`src/rtl/tictactoe_ctrl.sv`:
```
// Tic-tac-toe game controller: cursor tracking, mark placement, win/draw detection.
// Every output is a register. The game phase is held in a PLAY -> CHECK -> OVER state machine.
module tictactoe_ctrl #(
    parameter int CELL_ORIGIN = 70,
    parameter int CELL_PITCH  = 160
) (
    input  logic        clk,
    input  logic        reset_n,
    input  logic        new_game,
    input  logic        mv_up,
    input  logic        mv_down,
    input  logic        mv_left,
    input  logic        mv_right,
    input  logic        place,
    output logic [9:0]  cursor_x,
    output logic [9:0]  cursor_y,
    output logic [17:0] square,
    output logic        turn,
    output logic [1:0]  winner,
    output logic        draw,
    output logic        invalid
);

    typedef enum logic [1:0] {PLAY, CHECK, OVER} state_t;

    state_t      state, state_d;
    logic [1:0]  row, col, row_d, col_d;
    logic [3:0]  cnt, cnt_d;
    logic [17:0] square_d;
    logic        turn_d, draw_d, invalid_d;
    logic [1:0]  winner_d, line_win_code;
    logic [3:0]  cell_idx;
    logic [1:0]  cells [9];

    // Opposing pulses on the same axis cancel each other.
    function automatic logic [1:0] wrap_step(input logic [1:0] pos, input logic inc, input logic dec);
        if (inc && !dec)
            return (pos == 2'd2) ? 2'd0 : pos + 2'd1;
        else if (dec && !inc)
            return (pos == 2'd0) ? 2'd2 : pos - 2'd1;
        else
            return pos;
    endfunction

    function automatic logic [9:0] pix(input logic [1:0] idx);
        return 10'(CELL_ORIGIN + CELL_PITCH * int'(idx));
    endfunction

    function automatic logic [1:0] same3(input logic [1:0] a, input logic [1:0] b, input logic [1:0] c);
        return (a != 2'b00 && a == b && b == c) ? a : 2'b00;
    endfunction

    function automatic logic [1:0] line_win(input logic [17:0] sq);
        logic [1:0] c [9];
        logic [1:0] w;
        for (int i = 0; i < 9; i++) c[i] = sq[17-2*i -: 2];
        w = same3(c[0], c[1], c[2]);
        if (w == 2'b00) w = same3(c[3], c[4], c[5]);
        if (w == 2'b00) w = same3(c[6], c[7], c[8]);
        if (w == 2'b00) w = same3(c[0], c[3], c[6]);
        if (w == 2'b00) w = same3(c[1], c[4], c[7]);
        if (w == 2'b00) w = same3(c[2], c[5], c[8]);
        if (w == 2'b00) w = same3(c[0], c[4], c[8]);
        if (w == 2'b00) w = same3(c[2], c[4], c[6]);
        return w;
    endfunction

    always_comb begin
        for (int i = 0; i < 9; i++) cells[i] = square[17-2*i -: 2];
        cell_idx      = {2'b00, row} * 4'd3 + {2'b00, col};
        line_win_code = line_win(square);
    end

    // State and output registers
    always_ff @(posedge clk) begin
        if (!reset_n) begin
            state    <= PLAY;
            row      <= 2'd0;
            col      <= 2'd0;
            cnt      <= 4'd0;
            square   <= 18'd0;
            turn     <= 1'b0;
            winner   <= 2'b00;
            draw     <= 1'b0;
            invalid  <= 1'b0;
            cursor_x <= pix(2'd0);
            cursor_y <= pix(2'd0);
        end else begin
            state    <= state_d;
            row      <= row_d;
            col      <= col_d;
            cnt      <= cnt_d;
            square   <= square_d;
            turn     <= turn_d;
            winner   <= winner_d;
            draw     <= draw_d;
            invalid  <= invalid_d;
            cursor_x <= pix(col_d);
            cursor_y <= pix(row_d);
        end
    end

    always_comb begin
        state_d = state;
        if (new_game) begin
            state_d = PLAY;
        end else begin
            case (state)
                PLAY:    if (place && cells[cell_idx] == 2'b00) state_d = CHECK;
                CHECK:   state_d = (line_win_code != 2'b00 || cnt == 4'd9) ? OVER : PLAY;
                OVER:    state_d = OVER;
                default: state_d = PLAY;
            endcase
        end
    end

    // Next values of board, turn, result flags and cursor
    always_comb begin
        square_d  = square;
        turn_d    = turn;
        winner_d  = winner;
        draw_d    = draw;
        invalid_d = 1'b0;
        cnt_d     = cnt;
        row_d     = wrap_step(row, mv_down, mv_up);
        col_d     = wrap_step(col, mv_right, mv_left);
        if (new_game) begin
            square_d = 18'd0;
            turn_d   = 1'b0;
            winner_d = 2'b00;
            draw_d   = 1'b0;
            cnt_d    = 4'd0;
            row_d    = 2'd0;
            col_d    = 2'd0;
        end else begin
            case (state)
                PLAY: begin
                    if (place) begin
                        if (cells[cell_idx] == 2'b00) begin
                            for (int i = 0; i < 9; i++)
                                if (4'(i) == cell_idx) square_d[17-2*i -: 2] = turn ? 2'b10 : 2'b01;
                            cnt_d = cnt + 4'd1;
                        end else begin
                            invalid_d = 1'b1;
                        end
                    end
                end
                CHECK: begin
                    invalid_d = place;
                    if (line_win_code != 2'b00) winner_d = line_win_code;
                    else if (cnt == 4'd9)       draw_d   = 1'b1;
                    else                        turn_d   = ~turn;
                end
                OVER:    invalid_d = place;
                default: invalid_d = 1'b0;
            endcase
        end
    end

endmodule

```
`config.mk`:
```
export PLATFORM = sky130hd
export DESIGN_NAME = tictactoe_ctrl
export DESIGN_NICKNAME = d
export VERILOG_FILES = /design/src/rtl/tictactoe_ctrl.sv
export SDC_FILE = /design/constraint.sdc
export NUM_CORES = 1
export LEC_CHECK = 0
export ABC_CLOCK_PERIOD_IN_PS = 3500
export CAP_MARGIN = 15
export CORE_MARGIN = 3
export CORE_UTILIZATION = 55
export CTS_CLUSTER_SIZE = 12
export DETAILED_ROUTE_END_ITERATION = 10
export DONT_BUFFER_PORTS = 1
export GPL_TIMING_DRIVEN = 0
export PLACE_DENSITY = 0.7
export SYNTH_ARGS = -nofsm -noshare
export SYNTH_HDL_FRONTEND = slang
export SYNTH_SLANG_ARGS = --single-unit
```
`constraint.sdc`:
```
create_clock -name clk -period 3.5 [get_ports clk]
set_clock_uncertainty 0.2 [all_clocks]
set_input_delay 0.525 -clock clk [delete_from_list [all_inputs] [get_ports clk]]
set_output_delay 0.525 -clock clk [all_outputs]
set_load 0.05 [all_outputs]
```
==> flow_summary.toml <==
[routing]
via_count = 2228
route.detailed.drc = 0
wl_per_cell_um = 15.3
antenna_left = 0
first_pass_iters = 4
routed_wl_um = 5750
viasPerCell = 5.93
drt-initial-drc-count = 174

[power]
vdd_ir_drop_max_v = 0.000212
power_uw = 964
p_leak_nw = 1.14
power_density_nw_per_um2 = 349

[sta]
fmax_ghz = 0.316
setup-tns-final_ns = 0
slew_violations = 0
setup_ws_ns = 0.339
maxSlewHeadroom_pct = 45.4
worst_pin_slew_ns = 0.817
hold_viol = 0
whs_ns = 0.253
setup_viol = 0
finalCriticalPeriod_ns = 3.16
grt_setup_unrepaired = "false"
fin_crit_sh_pct = 90.3

[yosys]
ys_ff_latch = 41
ys_warn_count = 0
synth_edf_count = 0
yosysUniqueCellTypes = 56
synth_flop_cell = "dfxtp_1"
synthesis.area_um2 = 2570
synthArstFlopShare_pct = 0
avgSynthCellArea_um2 = 8.33
synth-seq-area-share_pct = 31.9
syn_inst = 309

[final_layout]
post-route-util_pct = 62.1
multi_input_area_um2 = 1570
finalNetCount = 352
mostFrequentLayoutCells = "50 x nor2_1, 41 x dfxtp_1, 18 x ha_1"
final_cells = 376
fin_area_um2 = 2760
regArea_um2 = 821
area_growth_pct = 7.29
drive_gt1_share_pct = 13.3
fillers = 418
layout.cells.most_common = "nor2_1"
diodes = 0

[worst_setup_path]
crit_path_max_incr_delay_ns = 0.56
critPathLaunch = "row[0]$_SDFF_PN0_"
path_cells = "fa_1, ha_1, inv_1, fa_1, nor4b_2, o21ai_0, o221ai_2, nor3_1, buf_2, a31oi_1, nor2_1"
arrival_ns = 3.12
cp_slowest_cell = "fa_1"
crit_top_cell = "fa_1"
critPathMaxFanout = 10
crit_end = "square[6]$_SDFFE_PP0P_"
worstSetupEndpointType = "flip-flop"
r2r_setup_slack_ns = 0.34
rr_startpoint = "row[0]$_SDFF_PN0_"
critical_path_class = "flip-flop to flip-flop"
startpoint_type = "flip-flop"
reg2reg_to = "square[6]$_SDFFE_PP0P_"
reg2regPathDepth = 11
crit_required_ns = 3.46

[place]
post-place-cells = 369
place.gp.congestion = 0.926
port_buffers = 0
dp_hpwl_um = 4340
dpl-instance-area_um2 = 2670
post-place-ws_ns = 0.165

[grt]
grt_max_degree = 12
grt_antenna_before_repair = 0
grt-ovfl-total = 0
grt_pass1_vias = 2038
grt.total_usage_pct = 22.3
grt_pass1_wl_um = 9450

[floorplanning]
core_area_um2 = 4440
dieHeight_um = 74.4
io_pins = 51
dieArea_um2 = 5540
start_util_pct = 57.9
rows = 24
die_x_um = 74.4

[clocking]
clk_pin_slew_ns = 0.07
cts_tree = "done"
cts_resized = 0
htree_levels = 2
worst_skew_pair.late_latency_ns = 0.29
cts_root_buf = "clkbuf_8"
cts_num_sinks = 41
cts.path.max_buffers = 2
post_cts_buffers = 0
cts_hold_buffers = 0
cts_buffers = 5

[worst_hold_path]
hp-class = "input pin to flip-flop"

[flow_run]
maxCapViolCount = 0

[outcome]
status = "finished, final reports clean"
logic make-up (layout without fill, tap and decap cells):
group | Yosys count | after routing | synth area share [%]
and+or+nand+nor | 127 | 127 | 25.6
AOI/OAI and AO/OA | 69 | 69 | 19.1
DFF | 41 | 41 | 31.9
buffers and inverters | 41 | 48 | 8.56
adders and majority gates | 20 | 20 | 10.3
muxes | 6 | 6 | 3.31
xor gates and xnor gates | 3 | 3 | 1.02
other | 2 | 10 | 0.292
sequential cells by signal (all words and copies together), names as in the netlist:
register  flops
draw          1
invalid       1
winner        2
turn          1
col           2
state         2
cursor_x      4
square       18
row           2
cursor_y      4
cnt           4
layout make-up:
type | instances | share of cell area, %
clock buffer | 7 | 3.13
inverter | 17 | 2.31
tap | 52 | 2.36
multi-input combinational | 235 | 56.8
buffer | 24 | 5.66
sequential | 41 | 29.7
Yosys cell counts, drive strengths merged, types with 2 or more instances:
master   n  area share (%)
a211o    2            0.73
a211oi   4             1.2
a21o     3            0.92
a21oi   15             3.8
a31oi   17             4.1
and2     9             2.2
and3     7             1.8
buf     18             4.7
clkbuf   6             1.4
conb     2            0.29
dfxtp   41              32
fa       2             1.6
ha      18             8.8
inv     16             2.3
mux2i    4             1.6
mux4     2             1.7
nand2   10             1.5
nand2b   3            0.73
nand3   12             2.3
nor2    50             7.3
nor2b    6             1.5
nor3     8             1.6
nor4     6             1.5
o211ai   2            0.58
o21a     3             1.2
o21ai   12             2.3
or3     10             2.7
xnor2    3             1.0
metal layers:
metal / global-route usage, % / wire length, µm / vias up
li1: - / - / 1109
met1: 27.8 / 2360 / 1019
met2: 36.4 / 2740 / 90
met3: 5.68 / 538 / 10
met4: 9.29 / 115 / 0
met5: 0 / 0 / -
critical path, delay by kind of cell (launching register included):
| family | cells | cell delay, ns |
|---|---|---|
| AO/OA/AOI/OAI | 3 | 0.52 |
| adder cells (fa/ha/maj) | 3 | 1.21 |
| buffers and inverters | 2 | 0.25 |
| flip-flops | 1 | 0.38 |
| AND/OR/NAND/NOR | 3 | 0.49 |
report_power, final:
group	total (mW)	internal, mW	switching [mW]
Clock	0.310	0.156	0.154
Sequential	0.515	0.477	0.0379
Combinational	0.138	0.0495	0.0889
Total	0.964	0.683	0.281
worst min path at each step:
stage	start	to	slack (ns)	depth (start not counted)
floorplan	cnt[3]$_SDFFE_PP0P_	cnt[3]$_SDFFE_PP0P_	0.28	2
global placement	cnt[3]$_SDFFE_PP0P_	cnt[3]$_SDFFE_PP0P_	0.30	2
detailed placement	cnt[1]$_SDFFE_PP0P_	cnt[1]$_SDFFE_PP0P_	0.33	2
CTS	place	invalid$_SDFF_PP0_	0.25	2
global route	new_game	col[0]$_SDFF_PN0_	0.29	2
finish	place	invalid$_SDFF_PP0_	0.25	2
Power figures use the tool's default switching activity.
